===== config.mk =====
export PLATFORM = sky130hd
export DESIGN_NAME = tile_renderer
export DESIGN_NICKNAME = d
export VERILOG_FILES = /design/src/rtl/tile_renderer.sv
export SDC_FILE = /design/constraint.sdc
export NUM_CORES = 1
export LEC_CHECK = 0
export ABC_AREA = 1
export CORE_UTILIZATION = 50
export DETAILED_ROUTE_END_ITERATION = 10
export GPL_ROUTABILITY_DRIVEN = 1
export PLACE_DENSITY = 0.7
export SLEW_MARGIN = 20
export SYNTH_ARGS = -nofsm -noshare
export SYNTH_HDL_FRONTEND = slang
export SYNTH_SLANG_ARGS = --single-unit

===== constraint.sdc =====
create_clock -name clk_25 -period 10 [get_ports clk_25]
set_clock_uncertainty 0.15 [all_clocks]
set_input_delay 3 -clock clk_25 [delete_from_list [all_inputs] [get_ports clk_25]]
set_output_delay 3 -clock clk_25 [all_outputs]
set_load 0.02 [all_outputs]

===== src/rtl/tile_renderer.sv =====
// Pixel stage behind a 640x480 VGA timing generator: draws a 20x15 board of 32x32 tiles
// from an internal tile RAM, with grid lines, a blinking cursor and a tear-free write port.
module tile_renderer #(
  parameter int TILE_LOG2 = 5,
  parameter int COLS      = 20,
  parameter int ROWS      = 15,
  parameter int BLINK_BIT = 4
) (
  input  logic       clk_25,
  input  logic       rst,
  input  logic [9:0] hs,
  input  logic [9:0] vs,
  input  logic       vis_in,
  input  logic       hsync_in,
  input  logic       vsync_in,
  input  logic       wr_valid,
  output logic       wr_ready,
  input  logic [4:0] wr_col,
  input  logic [3:0] wr_row,
  input  logic [2:0] wr_color,
  input  logic [4:0] cursor_col,
  input  logic [3:0] cursor_row,
  output logic [7:0] vga_r,
  output logic [7:0] vga_g,
  output logic [7:0] vga_b,
  output logic       vga_hsync,
  output logic       vga_vsync,
  output logic       vga_blk,
  output logic       vga_sync
);

  localparam int         NTILES    = COLS * ROWS;
  localparam logic [9:0] NTILES_W  = 10'(NTILES);
  localparam logic [9:0] COLS_W    = 10'(COLS);
  localparam logic [8:0] COLS_9    = 9'(COLS);
  localparam logic [4:0] COLS_C    = 5'(COLS);
  localparam logic [3:0] ROWS_R    = 4'(ROWS);
  localparam logic [8:0] CLR_LAST  = 9'(NTILES - 1);
  localparam logic [9:0] V_VISIBLE = 10'd480;

  typedef enum logic [1:0] {ST_CLEAR, ST_IDLE, ST_HOLD} wr_state_t;

  function automatic logic [23:0] palette(input logic [2:0] idx);
    case (idx)
      3'd0:    return 24'h000000;
      3'd1:    return 24'hFF0000;
      3'd2:    return 24'hFFFF00;
      3'd3:    return 24'h0000FF;
      3'd4:    return 24'h00FF00;
      3'd5:    return 24'hFFFFFF;
      3'd6:    return 24'h808080;
      default: return 24'h000080;
    endcase
  endfunction

  wr_state_t r_state, w_next_state;
  logic [8:0] r_clr_addr;
  logic [4:0] r_hold_col;
  logic [3:0] r_hold_row;
  logic [2:0] r_hold_color;
  logic [5:0] r_frame_cnt;

  logic [2:0] r_tile_ram [NTILES];
  logic [2:0] r_s1_idx;
  logic [TILE_LOG2-1:0] r_s1_lx, r_s1_ly;
  logic [4:0] r_s1_tcol, r_s1_trow;
  logic       r_s1_vis, r_hs_d1, r_vs_d1;
  logic [23:0] r_rgb;
  logic       r_hsync, r_vsync, r_blk, r_sync;

  logic [9:0] w_hs_tile, w_vs_tile, w_rd_addr;
  logic       w_rd_hit, w_vblank, w_frame_tick;
  logic [8:0] w_hold_addr;
  logic       w_hold_ok;
  logic       w_ram_we;
  logic [8:0] w_ram_waddr;
  logic [2:0] w_ram_wdata;
  logic       w_cur_tile, w_lx_edge, w_ly_edge;
  logic [23:0] w_pix_rgb;

  assign w_hs_tile    = hs >> TILE_LOG2;
  assign w_vs_tile    = vs >> TILE_LOG2;
  assign w_rd_addr    = w_vs_tile * COLS_W + w_hs_tile;
  assign w_rd_hit     = w_rd_addr < NTILES_W;
  assign w_vblank     = vs >= V_VISIBLE;
  assign w_frame_tick = (hs == '0) && (vs == V_VISIBLE);
  assign w_hold_addr  = 9'(r_hold_row) * COLS_9 + 9'(r_hold_col);
  assign w_hold_ok    = (r_hold_col < COLS_C) && (r_hold_row < ROWS_R);

  // Write FSM: state register
  always_ff @(posedge clk_25 or posedge rst) begin
    if (rst) r_state <= ST_CLEAR;
    else     r_state <= w_next_state;
  end

  // Write FSM: next state
  always_comb begin
    w_next_state = r_state;
    unique case (r_state)
      ST_CLEAR: if (r_clr_addr == CLR_LAST) w_next_state = ST_IDLE;
      ST_IDLE:  if (wr_valid)               w_next_state = ST_HOLD;
      ST_HOLD:  if (w_vblank)               w_next_state = ST_IDLE;
      default:                              w_next_state = ST_CLEAR;
    endcase
  end

  // Write FSM: outputs and RAM write port
  always_comb begin
    // NOTE: every signal gets a default before the case so no path can infer a latch.
    wr_ready    = 1'b0;
    w_ram_we    = 1'b0;
    w_ram_waddr = r_clr_addr;
    w_ram_wdata = '0;
    unique case (r_state)
      ST_CLEAR: w_ram_we = 1'b1;
      ST_IDLE:  wr_ready = 1'b1;
      ST_HOLD: begin
        w_ram_we    = w_vblank && w_hold_ok;
        w_ram_waddr = w_hold_addr;
        w_ram_wdata = r_hold_color;
      end
      default: ;
    endcase
  end

  always_ff @(posedge clk_25 or posedge rst) begin
    if (rst) begin
      r_clr_addr   <= '0;
      r_hold_col   <= '0;
      r_hold_row   <= '0;
      r_hold_color <= '0;
      r_frame_cnt  <= '0;
    end else begin
      if (r_state == ST_CLEAR) r_clr_addr <= r_clr_addr + 9'd1;
      if (r_state == ST_IDLE && wr_valid) begin
        r_hold_col   <= wr_col;
        r_hold_row   <= wr_row;
        r_hold_color <= wr_color;
      end
      if (w_frame_tick) r_frame_cnt <= r_frame_cnt + 6'd1;
    end
  end

  // NOTE: the tile RAM has no reset; the CLEAR sweep initialises it so it maps onto block RAM.
  always_ff @(posedge clk_25) begin
    if (w_ram_we) r_tile_ram[w_ram_waddr] <= w_ram_wdata;
    r_s1_idx <= w_rd_hit ? r_tile_ram[w_rd_addr[8:0]] : '0;
  end

  // Stage 1: pixel position within the tile and the tile coordinates
  always_ff @(posedge clk_25 or posedge rst) begin
    if (rst) begin
      r_s1_lx   <= '0;
      r_s1_ly   <= '0;
      r_s1_tcol <= '0;
      r_s1_trow <= '0;
      r_s1_vis  <= 1'b0;
      r_hs_d1   <= 1'b1;
      r_vs_d1   <= 1'b1;
    end else begin
      r_s1_lx   <= hs[TILE_LOG2-1:0];
      r_s1_ly   <= vs[TILE_LOG2-1:0];
      r_s1_tcol <= w_hs_tile[4:0];
      r_s1_trow <= w_vs_tile[4:0];
      r_s1_vis  <= vis_in;
      r_hs_d1   <= hsync_in;
      r_vs_d1   <= vsync_in;
    end
  end

  assign w_cur_tile = (r_s1_tcol == cursor_col) && (r_s1_trow == {1'b0, cursor_row}) &&
                      (cursor_col < COLS_C) && (cursor_row < ROWS_R);
  // Two-pixel border on every side of the cursor tile
  assign w_lx_edge  = (r_s1_lx[TILE_LOG2-1:1] == '0) || (r_s1_lx[TILE_LOG2-1:1] == '1);
  assign w_ly_edge  = (r_s1_ly[TILE_LOG2-1:1] == '0) || (r_s1_ly[TILE_LOG2-1:1] == '1);

  always_comb begin
    w_pix_rgb = '0;
    if (r_s1_vis) begin
      if (w_cur_tile && !r_frame_cnt[BLINK_BIT] && (w_lx_edge || w_ly_edge))
        w_pix_rgb = 24'hFFFFFF;
      else if (r_s1_lx == '0 || r_s1_ly == '0)
        w_pix_rgb = 24'h808080;
      else
        w_pix_rgb = palette(r_s1_idx);
    end
  end

  // Stage 2: output registers
  always_ff @(posedge clk_25 or posedge rst) begin
    if (rst) begin
      r_rgb   <= '0;
      r_hsync <= 1'b1;
      r_vsync <= 1'b1;
      r_blk   <= 1'b0;
      r_sync  <= 1'b1;
    end else begin
      r_rgb   <= w_pix_rgb;
      r_hsync <= r_hs_d1;
      r_vsync <= r_vs_d1;
      r_blk   <= r_s1_vis;
      r_sync  <= r_hs_d1 & r_vs_d1;
    end
  end

  assign vga_r     = r_rgb[23:16];
  assign vga_g     = r_rgb[15:8];
  assign vga_b     = r_rgb[7:0];
  assign vga_hsync = r_hsync;
  assign vga_vsync = r_vsync;
  assign vga_blk   = r_blk;
  assign vga_sync  = r_sync;

endmodule


* Yosys cells after proc, flatten, opt, wreduce, memory -nomap -nowiden
Memory sizes are Yosys's and may differ from the RTL's. A register that Yosys moved wholly into a read port is not among the register bits.
Index checks and enable logic that the tools add are counted.
** Operators by class
- Reduce and logical (&&, ||, !) cells :: 23
- $lt $le $gt $ge :: 6
- Multipliers :: 2
- Bitwise logic cells :: 1
- Add/sub/neg operators :: 4
- Mux-type cells :: 14
- Eq/ne operators :: 17
** Operators with widths (number)
- 24-bit case mux with 7 select lines :: 1
- 24-bit two-way mux :: 3
- 10-bit by 5-bit adder with 10-bit output :: 1
- 10-bit by 9-bit == test with 1-bit output (second input constant) :: 1
- 10-bit by 9-bit >= comparator with 1-bit output (second input constant) :: 1
- 10-bit logical NOT :: 1
- 5-bit logical NOT :: 2
- 10-bit by 9-bit less-than comparator with 1-bit output (second input constant) :: 1
- 5-bit less-than comparator (second input constant) :: 2
- 9-bit by 1-bit adder with 9-bit output (second input constant) :: 1
- 9-bit by 5-bit adder with 9-bit output :: 1
- 3-bit == test (second input constant) :: 3
- 9-bit == test (second input constant) :: 1
- 1-bit logical AND :: 9
- 9-bit two-way mux :: 1
- 4-bit == test (second input constant) :: 2
- 4-bit logical NOT :: 2
- 4-bit less-than comparator (second input constant) :: 2
- 5-bit by 3-bit multiplier with 8-bit output (second input constant) :: 1
- 4-bit by 3-bit multiplier with 7-bit output (second input constant) :: 1
- 6-bit by 1-bit adder with 6-bit output (second input constant) :: 1
- 3-bit by 2-bit == test with 1-bit output (second input constant) :: 2
- 2-bit two-way mux :: 3
- 2-bit != test (second input constant) :: 3
- other kinds (15) :: 21
** Word-level totals
- Input port bits :: 47
- Bits in registers :: 80
- Logic and storage cells :: 86
- Memories :: 1
- Output and inout port bits :: 29
- Bits in writable memories :: 900
** Memories
- r_tile_ram :: depth 300, width 3, rd ports 1, clocked after memory_dff 1, wr ports 1, line 63 : logic [2:0] r_tile_ram [NTILES];

* Logic depth before layout (Yosys ltp)
- Depth in word-level cells :: 8
- Mapped depth :: 20
- Gate-level depth less buffers :: 17

* Worst setup path before layout
Ideal clock, no wire load.
- Kind :: flip-flop to flip-flop
- From :: reg r_state[0]
- To :: mem r_tile_ram[0][0] (data pin)
- Arrival :: 7773 ps
- Setup time :: 1592 ps
- Setup slack :: 485 ps
- Stages on the path, launching flop included :: 5
- Clock period less this slack :: 9515 ps
- Buffers on the path :: 1
- Cell sequence :: dfrtp_1 > nor2_8 > inv_6 > buf_4 > nor2_1
** On the way
- Cells in the longest elaborated chain, start to end :: 2
** RTL lines
- start: declaration :: line 56 : wr_state_t r_state, w_next_state;
- start signal: assignment :: line 93 : else r_state <= w_next_state;
- 2-bit == test :: line 114 : unique case (r_state)
- 3-bit two-way mux :: line 114
- net w_ram_wdata[0] :: line 77 : logic [2:0] w_ram_wdata;
- end: declaration :: line 63
The timed path passes the listed nets, and every way through them passes these cells.

* Final worst setup path
- From :: in vs[5]
- To :: reg r_s1_idx[2], read port of r_tile_ram
** On the way
- Cells in the longest elaborated chain, start to end :: 4
** RTL lines
- start: declaration :: line 12 : input logic [9:0] vs,
- 5-bit by 3-bit multiplier with 8-bit output (*) :: line 83 : assign w_rd_addr = w_vs_tile * COLS_W + w_hs_tile;
- 10-bit by 5-bit adder with 10-bit output (*) :: line 83
- 10-bit by 9-bit less-than comparator with 1-bit output :: line 84 : assign w_rd_hit = w_rd_addr < NTILES_W;
- 1-bit logical NOT (no line)
- end: declaration :: line 64 : logic [2:0] r_s1_idx;
Mark *: on every way between the ends. The rest lies on a longest branch, timed or not.
A chain may end at the register's enable or synchronous reset.

==> impl_metrics.json <==
{
  "power.switching_w": 0.00319,
  "ir_drop_v": 0.000231,
  "p_seq_share_pct": 46.3,
  "place_area_mm2": 0.0430,
  "hold_buffers": 0,
  "synth_seq_area_share_pct": 68.5,
  "setup_tns_ps": 0,
  "post-route-period-util_pct": 64.4,
  "floorplan.initialDensity_pct": 50.7,
  "viasPerCell": 5.65,
  "design_area_mm2": 0.0463,
  "die_y_um": 291,
  "period_minus_slack_ps": 6440,
  "drt_drc_violations_left": 0,
  "grt_max_degree": 225,
  "cp-start-kind": "input pin",
  "maxCapViolCount": 0,
  "clk_latency_ps": 660,
  "cts_sinks": 964,
  "first_iter_violations": 3419,
  "drive_gt1_share_pct": 6.79,
  "gp_congestion": 0.895,
  "rows": 105,
  "synth_nets": 3999,
  "clkPwrFrac_pct": 34.6,
  "cp_max_fo": 24,
  "crit_required_ps": 10450,
  "max_slew_margin_pct": 18.1,
  "cts_tree": "built",
  "grt_setup_unrepaired": "no",
  "syn_avg_cell_area_um2": 10.6,
  "clockBufferDepth": 3,
  "synth_edf_count": 900,
  "ant_nets": 0,
  "cts_resized": 0,
  "ys.flop_type": "edfxtp_1",
  "totalPowerFinal_w": 0.0106,
  "antenna_found_initial": 0,
  "path_clk_slew_ps": 60,
  "wirelength_um": 105000,
  "cellPowerDensity_mw_per_mm2": 229,
  "ys_ff_latch": 964,
  "clockRootBuffer": "clkbuf_16",
  "hold_viol": 0,
  "synth_cells": 3930,
  "drt-wirelength-per-cell_um": 20.8,
  "critPathKind": "in -> reg",
  "syn2layout_area_growth_pct": 10.7,
  "cts_max_level": 3,
  "cts_made_buffers": 98,
  "core_area_mm2": 0.0824,
  "diodes": 0,
  "numPortBuffers": 75,
  "io_pins": 76,
  "p_comb_share_pct": 19.1,
  "fmax_mhz": 155,
  "grt_pass1_wl_um": 160000,
  "first_pass_iters": 5,
  "grt_usage_pct": 24.7,
  "dp_hpwl_um": 58700,
  "yosysWarnings": 0,
  "switching_share_pct": 30.1,
  "setup_violations": 0,
  "synth_area_mm2": 0.0418,
  "place_inst": 4861,
  "num_vias": 28500,
  "hp-class": "reg -> reg",
  "tightest_slew_ps": 1230,
  "n_fill_cell": 6804,
  "slew_viol_final": 0,
  "status": "complete, no violations",
  "p_int_w": 0.00741,
  "die_area_mm2": 0.0848,
  "synth.distinct_cells": 47,
  "endpoint_kind": "flip-flop",
  "fin_cells": 5048,
  "pre_cts_slack_ps": 3030,
  "multiInputGateArea_mm2": 0.0111,
  "leakagePower_nw": 17.2,
  "arrival_ps": 6890,
  "async_reset_ff_share_pct": 6.33,
  "cts_setup_buffers": 0,
  "fin_nets": 3961,
  "die_x_um": 291,
  "grt_overflow": 0,
  "seqCellArea_mm2": 0.0286,
  "fin_ws_ps": 3560,
  "grt_pass1_vias": 27000,
  "ff2ff_setup_slack_ps": 5760
}
-- per-stage QoR --
step | util (%) | hold WS (ps)
finish | 56.2 | 217
global route | 56.2 | 225
CTS | 56.1 | 219
detailed placement | 52.2 | 211
global placement | 52.2 | 209
floorplan | - | 204
-- worst max-delay path: stages --
cell             delay [ps]
clkdlybuf4s50_1         530
ha_4                    220
fa_1                    680
inv_2                    90
nor2_4                  490
buf_4                   400
clkinv_1                420
a21oi_1                 270
nor2_1                   70
nand2_1                  60
nand3_1                 120
nand3_1                 120
nand3_1                 140
nand3_1                 140
nand2_1                  60
inv_1                    50
-- per-layer routing --
metal	vias to the layer above	part of all wire, %	track usage (%)
met2	1366	46	38.9
met5	-	0	0
met3	197	9.1	3.69
li1	13200	-	-
met1	13800	41	35.3
met4	0	3.2	8.21
-- registers in the layout (all words and copies together), names as in the netlist, 4 cells and up --
register	count
r_clr_addr	9
r_s1_tcol	5
r_s1_trow	5
r_hold_col	5
r_s1_lx	5
r_frame_cnt	5
r_s1_ly	5
r_hold_row	4
r_rgb	6
r_tile_ram	900
-- final timing paths --
check | startpoint | end | cells past startpoint
worst max-delay path | vs[5] | r_s1_idx[2]$_SDFF_PP0_ | 16
worst min-delay path | r_vs_d1$_DFF_PP1_ | vga_vsync$_DFF_PP1_ | 0
worst max register to register | r_hold_row[1]$_DFFE_PP0P_ | r_tile_ram[288][2]$_DFFE_PP_ | 11
worst min register to register | r_vs_d1$_DFF_PP1_ | vga_vsync$_DFF_PP1_ | 0
max in group asynchronous | rst | r_frame_cnt[3]$_DFFE_PP0P_ | 3
min in group asynchronous | rst | r_s1_vis$_DFF_PP0_ | 3
-- Yosys cell counts (2+ instances only) --
master    instances  area (µm²)
a21oi_1          57         285
a31oi_1           5        31.3
and3_1            5        31.3
buf_1            17        63.8
buf_2           114         571
buf_4            30         225
buf_6             9         101
clkbuf_1         68         255
clkinv_1          2        7.51
dfrtp_1          56        1400
dfstp_2           5         131
dfxtp_1           3        60.1
edfxtp_1        900       27000
fa_1              4        80.1
ha_1             18         225
inv_1           238         893
inv_2             5        18.8
mux2_2            5        56.3
nand2_1         909        3410
nand2_2          32         200
nand3_1         299        1500
nand4_1          11        68.8
nor2_1          728        2730
nor2_2           23         144
nor2_4            4        45.0
nor3_1            3        15.0
nor4_1            6        37.5
o211ai_1         41         308
o21ai_0         258        1290
o21ai_1           4        20.0
o21ai_2           7        61.3
o221ai_1          4        35.0
o22ai_1          23         144
or2_2             4        25.0
xnor2_1           7        61.3
xor2_1           15         131
-- final cells by class --
class | instances | area share (%)
tap | 1070 | 2.89
timing repair buffer | 100 | 2.27
inverter | 246 | 2.03
clock buffer | 121 | 5.69
multi-input combinational | 2482 | 24.0
clock inverter | 65 | 1.31
sequential | 964 | 61.9
-- cells by family (layout without fill, tap and decap cells) --
| group | after synthesis | count (layout) | synth area share [%] |
|---|---|---|---|
| adders and majority gates | 22 | 22 | 0.730 |
| muxes | 5 | 5 | 0.135 |
| and+or+nand+nor | 2029 | 2029 | 19.8 |
| xor gates and xnor gates | 22 | 22 | 0.461 |
| DFF | 964 | 964 | 68.5 |
| buffers and inverters | 484 | 532 | 5.13 |
| AOI/OAI and AO/OA | 404 | 404 | 5.32 |
-- power groups by stage --
stage	combinational [W]	clock [W]	sequential (W)
after detailed placement	0.00201	0	0.00499
final	0.00203	0.00367	0.00491
after floorplan	0.00123	0	0.00510
after global placement	0.00199	0	0.00498
after global routing	0.00218	0.00385	0.00492
after CTS	0.00202	0.00370	0.00490
-- placed cells by master (no fill, tap or decap), types with 6 or more instances in the layout --
cell and count:
a21oi_1 57, buf_12 8, buf_4 17, bufinv_16 10
clkbuf_1 17, clkbuf_16 101, clkdlybuf4s50_1 73, clkinv_1 25
clkinv_2 21, dfrtp_1 56, edfxtp_1 900, ha_1 17
inv_1 235, inv_2 7, nand2_1 909, nand2_2 32
nand3_1 299, nand4_1 11, nor2_1 725, nor2_2 22
nor2_4 8, nor4_1 6, o211ai_1 41, o21ai_0 258
o21ai_2 7, o22ai_1 23, xnor2_1 7, xor2_1 14
No activity file was read; power rests on OpenSTA's default activity.
